--- src/rtl/uart_cmd_pkg.sv ---
// rtl/uart_cmd_pkg.sv - shared types and constants for the UART command sequencer
package uart_cmd_pkg;

    typedef enum logic [1:0] {
        IDLE   = 2'd0,
        DECODE = 2'd1,
        ECHO   = 2'd2
    } state_t;

    localparam logic [7:0] CMD_RUN      = 8'h52;
    localparam logic [7:0] CMD_CLEAR    = 8'h43;
    localparam logic [7:0] CMD_HOUR     = 8'h48;
    localparam logic [7:0] CMD_MIN      = 8'h4D;
    localparam logic [7:0] CMD_SEC      = 8'h53;
    localparam logic [7:0] CMD_MODE     = 8'h58;
    localparam logic [7:0] CASE_BIT     = 8'h20;
    localparam logic [7:0] ERR_CHAR_DEF = 8'h3F;

    typedef struct packed {
        logic run;
        logic clear;
        logic hour;
        logic min;
        logic sec;
        logic mode;
    } cmd_t;

    // Forcing bit 5 folds upper and lower case letters onto the same code.
    function automatic logic [7:0] fold_case(input logic [7:0] b);
        return b | CASE_BIT;
    endfunction

endpackage

--- src/rtl/uart_cmd_decode.sv ---
// rtl/uart_cmd_decode.sv - combinational ASCII byte to one-hot command decode
module uart_cmd_decode
    import uart_cmd_pkg::*;
#(
    parameter int DATA_W = 8
) (
    input  logic [DATA_W-1:0] data_i,
    output cmd_t              cmd_o,
    output logic              match_o
);

    logic [7:0] folded;
    logic       hi_zero;

    // Bytes wider than 8 bits only match when the extra bits are clear.
    assign hi_zero = ~|(data_i >> 8);
    assign folded  = fold_case(data_i[7:0]);

    always_comb begin
        cmd_o       = '0;
        cmd_o.run   = hi_zero && (folded == fold_case(CMD_RUN));
        cmd_o.clear = hi_zero && (folded == fold_case(CMD_CLEAR));
        cmd_o.hour  = hi_zero && (folded == fold_case(CMD_HOUR));
        cmd_o.min   = hi_zero && (folded == fold_case(CMD_MIN));
        cmd_o.sec   = hi_zero && (folded == fold_case(CMD_SEC));
        cmd_o.mode  = hi_zero && (folded == fold_case(CMD_MODE));
    end

    assign match_o = |cmd_o;

endmodule

--- src/rtl/uart_cmd_sequencer.sv ---
// rtl/uart_cmd_sequencer.sv - RX pop / decode / TX echo sequencer; echo path built under UART_CMD_ECHO_EN
module uart_cmd_sequencer
    import uart_cmd_pkg::*;
#(
    parameter int                DATA_W    = 8,
    parameter logic [DATA_W-1:0] ERR_CHAR  = DATA_W'(ERR_CHAR_DEF),
    parameter int                ERR_CNT_W = 8
) (
    input  logic                 clk,
    input  logic                 rst_n,
    input  logic                 rx_empty,
    input  logic [DATA_W-1:0]    rx_rdata,
    output logic                 rx_rd,
    input  logic                 tx_full,
    output logic [DATA_W-1:0]    tx_wdata,
    output logic                 tx_wr,
    output logic                 run,
    output logic                 clear,
    output logic                 hour,
    output logic                 min,
    output logic                 sec,
    output logic                 mode,
    output logic                 busy,
    output logic [ERR_CNT_W-1:0] err_cnt
);

    state_t               state_q;
    logic [DATA_W-1:0]    cmd_q;
    cmd_t                 pulse_q;
    logic [ERR_CNT_W-1:0] err_q;
    cmd_t                 dec_cmd;
    logic                 dec_match;

    uart_cmd_decode #(.DATA_W(DATA_W)) u_decode (
        .data_i  (cmd_q),
        .cmd_o   (dec_cmd),
        .match_o (dec_match)
    );

`ifdef UART_CMD_ECHO_EN
    logic              match_q;
    logic [DATA_W-1:0] wdata_q;
    logic [DATA_W-1:0] echo_byte;

    assign echo_byte = match_q ? cmd_q : ERR_CHAR;
`else
    logic unused_tx_full;

    assign unused_tx_full = tx_full;
`endif

    always_ff @(posedge clk) begin
        if (!rst_n) begin
            state_q <= IDLE;
            cmd_q   <= '0;
            pulse_q <= '0;
            err_q   <= '0;
`ifdef UART_CMD_ECHO_EN
            match_q <= 1'b0;
            wdata_q <= '0;
`endif
        end else begin
            pulse_q <= '0;
            case (state_q)
                IDLE: begin
                    if (!rx_empty) begin
                        cmd_q   <= rx_rdata;
                        state_q <= DECODE;
                    end
                end
                DECODE: begin
                    pulse_q <= dec_cmd;
                    if (!dec_match && (err_q != '1)) begin
                        err_q <= err_q + 1'b1;
                    end
`ifdef UART_CMD_ECHO_EN
                    match_q <= dec_match;
                    state_q <= ECHO;
`else
                    state_q <= IDLE;
`endif
                end
`ifdef UART_CMD_ECHO_EN
                ECHO: begin
                    if (!tx_full) begin
                        wdata_q <= echo_byte;
                        state_q <= IDLE;
                    end
                end
`endif
                default: state_q <= IDLE;
            endcase
        end
    end

    // Strobes and status are held low while reset is asserted, so an
    // in-flight byte produces no pulse or push once reset is seen.
    assign rx_rd = rst_n && (state_q == IDLE) && !rx_empty;
    assign busy  = rst_n && (state_q != IDLE);
    assign run   = rst_n && pulse_q.run;
    assign clear = rst_n && pulse_q.clear;
    assign hour  = rst_n && pulse_q.hour;
    assign min   = rst_n && pulse_q.min;
    assign sec   = rst_n && pulse_q.sec;
    assign mode  = rst_n && pulse_q.mode;

    assign err_cnt = err_q;

`ifdef UART_CMD_ECHO_EN
    assign tx_wr    = rst_n && (state_q == ECHO) && !tx_full;
    assign tx_wdata = tx_wr ? echo_byte : wdata_q;
`else
    assign tx_wr    = 1'b0;
    assign tx_wdata = '0;
`endif

endmodule

--- config.mk ---
export PLATFORM = sky130hd
export DESIGN_NAME = uart_cmd_sequencer
export DESIGN_NICKNAME = d
export VERILOG_FILES = /design/src/rtl/uart_cmd_pkg.sv /design/src/rtl/uart_cmd_decode.sv /design/src/rtl/uart_cmd_sequencer.sv
export SDC_FILE = /design/constraint.sdc
export NUM_CORES = 1
export LEC_CHECK = 0
export ABC_AREA = 1
export CORE_UTILIZATION = 47
export CTS_BUF_LIST = sky130_fd_sc_hd__clkbuf_2 sky130_fd_sc_hd__clkbuf_4 sky130_fd_sc_hd__clkbuf_8
export CTS_CLUSTER_DIAMETER = 40
export DETAILED_ROUTE_END_ITERATION = 8
export GPL_ROUTABILITY_DRIVEN = 0
export GPL_TIMING_DRIVEN = 0
export PLACE_DENSITY_LB_ADDON = 0.05
export SYNTH_ARGS = -nofsm -noshare
export SYNTH_HDL_FRONTEND = slang
export SYNTH_SLANG_ARGS = --single-unit
--- constraint.sdc ---
create_clock -name clk -period 1.85 [get_ports clk]
set_clock_uncertainty 0.15 [all_clocks]
set_input_delay 0.185 -clock clk [delete_from_list [all_inputs] [get_ports clk]]
set_output_delay 0.185 -clock clk [all_outputs]
set_load 0.005 [all_outputs]
* Word level (Yosys, flattened, before mapping)
Cells that the tools add are included.
** Storage, ports and cells
- Register bits after elaboration :: 23
- Bits in latches :: 0
- Bits in writable memories :: 0
- ROM bits :: 0
- Bits of input ports :: 12
- Output and inout bits :: 25
- Memories :: 0
** Cells by class
- Add/subtract/negate cells :: 1
- Multiply operators :: 0
- Divide/modulo/power cells :: 0
- Magnitude comparators :: 0
- Eq/ne operators :: 7
- Shift-type cells :: 0
- Multiplexer cells :: 0
- Bitwise operators :: 1
- Reductions and logical operators :: 18
** Operator list (count)
- $eq 7x6->1 const B :: 6
- $logic_and 1x1->1 :: 10
- $add 8x1->8 const B :: 1
- $ne 8x8->1 const B :: 1
- $reduce_and 2->1 :: 4
- $reduce_or 6->1 :: 1
- $logic_not 1->1 :: 2
- $logic_not 2->1 :: 1
- $not 1->1 :: 1

* Logic depth before layout (Yosys ltp)
- Word-level depth :: 5
- Depth in mapped cells :: 10
- Mapped depth without buffers :: 10

* By module
Synthesis repeated with hierarchy kept, for this count alone.
** Second synthesis, totals
- Cells, all modules :: 180
- Area, all modules :: 1148.6 um2
** By module, submodules not included
- uart_cmd_sequencer :: instances 1, cells an instance 150, area each 1029.7 um2
- uart_cmd_decode :: instances 1, cells an instance 30, area each 118.9 um2

* Worst setup path before layout
OpenSTA, ideal clock, no wires.
- Path kind :: register to register
- From :: register err_q[0] (netlist: err_cnt[0])
- To :: register err_q[2] (netlist: err_cnt[2])
- Library setup time :: 0.113 ns
- Arrival :: 1.213 ns
- Required time :: 1.587 ns
- Path slack :: 0.375 ns
- Stages on the path, launching flop included :: 10
- Clock period less this slack :: 1.475 ns
- Path through :: dfxtp_1 ha_1 nand3_1 inv_1 nand2_1 inv_1 nor2_4 nand2_4 nor2_1 nor2_1
** On the way
- Cells in the longest elaborated chain, start to end :: 3
** RTL lines
- from (decl) :: line uart_cmd_sequencer.sv:30 : logic [ERR_CNT_W-1:0] err_q;
- from (signal assigned) :: line uart_cmd_sequencer.sv:74 : err_q <= err_q + 1'b1;
- parallel branches: the longest is 3 deep, another holds $add 8x1->8
Several ways; the timed one is not identified.
A chain may end at the register's enable or synchronous reset.

* Worst setup path in the final report
- From :: register state_q[0]
- To :: output port busy
** On the way
- Cells in the longest elaborated chain, start to end :: 1
** RTL lines
- from (decl) :: line uart_cmd_sequencer.sv:27 : state_t state_q;
- from (signal assigned) :: line uart_cmd_sequencer.sv:54 : state_q <= IDLE;
- from (signal assigned) :: line uart_cmd_sequencer.sv:68 : state_q <= DECODE;
- from (signal assigned) :: line uart_cmd_sequencer.sv:80 : state_q <= IDLE;
- $logic_and 1x1->1 :: line uart_cmd_sequencer.sv:99 : assign busy = rst_n && (state_q != IDLE);
- to (decl) :: line uart_cmd_sequencer.sv:23 : output logic busy,
No other way between the ends.

==> flow_metrics.tcl <==
set metrics [dict create \
    grt_max_degree 14 \
    crit_buf_inv 2 \
    gr-total-overflow 0 \
    drv_cap 0 \
    io_pins 37 \
    synthCells 171 \
    netlist_area_um2 1174 \
    end_kind "primary output" \
    grt_antenna_before_repair 0 \
    synthTopCellsByArea "dfxtp_1 38%, nor2_1 12%, nand2_1 11%" \
    vdd_drop_max_mv 0.4151 \
    drt_iter0_drc 17 \
    status "finished clean" \
    final_layout_size_suffix_gt1_share_pct 15.87 \
    wl_per_cell_um 9.449 \
    numClockSinks 22 \
    start_kind "flop" \
    hold_class "in2reg" \
    die_x_um 51.97 \
    ant_nets 0 \
    hpwl_um 1702 \
    clkTransAtPathRegs_ns 0.12 \
    htreeDepth 1 \
    yosysSeqAreaShare_pct 37.53 \
    yosys_warnings 0 \
    cts_tree "built" \
    vias 1057 \
    slowest_stage "clkdlybuf4s50_1" \
    fin_nets 223 \
    crit_family "buffers and inverters" \
    p_total_mw 0.9218 \
    yosys.area.top_type "dfxtp_1" \
    fin_crit_sh_pct 93.72 \
    n_fill_cell 211 \
    via_per_inst 4.479 \
    fp.dieH_um 51.97 \
    fin_util_pct 67.89 \
    start_util_pct 51.57 \
    min_period_ns 1.734 \
    clock_path_buffers 2 \
    drt-pass1-iter-count 4 \
    grt_pass1_vias 890 \
    ys_ff_latch 22 \
    crit_fanout 7 \
    critPathArrivalTime_ns 1.40 \
    critical_path_class "reg2out" \
    yosysTopAreaCellShare_pct 37.53 \
    multi_input_area_um2 598.1 \
    hold_viol 0 \
    ff_latch_area_um2 444.2 \
    synthToLayoutAreaGrowth_pct 31.66 \
    p_per_area_nw_per_um2 596.5 \
    ys_types 21 \
    grt_first_pass_wirelength_um 3663 \
    clk_latency_ns 0.30 \
    path_cells "nand2_1 > inv_1 > clkdlybuf4s50_1" \
    dieArea_um2 2701 \
    postSynthAreaPerCell_um2 6.863 \
    core_area_um2 2276 \
    cpPeakStageDelay_ns 0.49 \
    track_usage_pct 18.45 \
    core.rowCount 17 \
    port_buffers 25 \
    cts_buffers 3 \
    finalMaxSlewViolations 0 \
    diodes 0 \
    required_ns 1.51 \
    leakage_nw 0.7817 \
    cts_root_buf "clkbuf_4" \
    drc 0 \
    finalWirelength_um 2230 \
    finalSetupViolations 0 \
    timing.fmax_mhz 576.8 \
]
[synth_stat cells, drive strengths merged]
cell	count
nor2	40
nand2	39
inv	24
dfxtp	22
buf	12
nand3	12
o21ai	7
xor2	5
a21oi	4
nand4	2
conb	1
ha	1
nand3b	1
nor3	1
[cell type report]
class / instances / area share (%)
plain buffers: 11 / 5.587
clock buffers: 3 / 1.457
inverters: 24 / 5.992
multi-input cells: 121 / 38.70
flip-flops and latches: 22 / 28.74
well taps: 28 / 2.267
repair buffers: 27 / 17.25
[cells in the final DEF, fill, tap and decap left out, types with 5 or more instances in the layout]
master,n
buf_4,12
clkdlybuf4s50_1,23
conb_1,9
dfxtp_1,21
inv_1,22
nand2_1,34
nand3_1,9
nor2_1,35
o21ai_0,7
xor2_1,5
[worst paths after layout]
kind	from	end	slack (ns)	cells after the start
worst max-delay path	state_q[0]$_SDFFE_PN0N_	busy	0.12	3
worst min-delay path	rst_n	cmd_q[6]$_SDFFE_PN0P_	0.28	4
worst max register to register	err_cnt[0]$_SDFFE_PN0P_	err_cnt[3]$_SDFFE_PN0P_	0.22	10
worst min register to register	cmd_q[2]$_SDFFE_PN0P_	cmd_q[2]$_SDFFE_PN0P_	0.35	2
[metal layers]
metal / part of all wire, % / vias to the layer above / track usage [%]
li1: - / 577 / -
met2: 46 / 27 / 28.85
met5: 0 / - / 0
met3: 4.4 / 4 / 2.924
met1: 47 / 449 / 23.16
met4: 2.1 / 0 / 12.16
[stage by stage]
step / instance area (µm²) / instances / hold slack [ns] / TNS [ns] / setup WS, ns
floorplan: 1204 / 179 / 0.1699 / 0 / 0.3746
global placement: 1489 / 232 / 0.3294 / -0.1598 / -0.1487
detailed placement: 1489 / 232 / 0.3331 / -0.2647 / -0.1541
CTS: 1533 / 236 / 0.2558 / 0 / 0.01366
global route: 1545 / 236 / 0.3000 / -0.00008682 / -0.00008682
finish: 1545 / 236 / 0.2798 / 0 / 0.1162
[flip-flops by register name, indices dropped and copies added, names as in the netlist]
name / count
err_cnt: 8
cmd_q: 7
pulse_q: 6
state_q: 1
[where the power goes]
group / internal, mW / total, mW / leakage [nW] / switching (mW)
Combinational: 0.0936 / 0.181 / 0.587 / 0.0870
Sequential: 0.499 / 0.527 / 0.181 / 0.0279
Clock: 0.0758 / 0.214 / 0.0138 / 0.139
[what timing repair did]
| action | 4_1_cts | 5_1_grt |
|---|---|---|
| setup buffers | 2 | 0 |
| resized for setup | 7 | 4 |
| pin swaps | 1 | 0 |
| setup endpoints to repair | 7 | 2 |
| hold buffers | 0 | 0 |
[cells by family after synthesis]
group,Yosys count,synth area share [%]
AND/OR/NAND/NOR,95,37.95
buffers and inverters,36,14.71
flip-flops,22,37.53
AO/OA/AOI/OAI,11,4.691
XOR/XNOR,5,3.731
adder cells (fa/ha/maj),1,1.066
other,1,0.3195
[tightest hold or removal path, delay by kind of cell]
| kind | cells | cell delay [ns] |
|---|---|---|
| buffers and inverters | 2 | 0.41 |
| AO/OA/AOI/OAI | 2 | 0.10 |
Note: power is estimated with default switching activity, not from simulation.
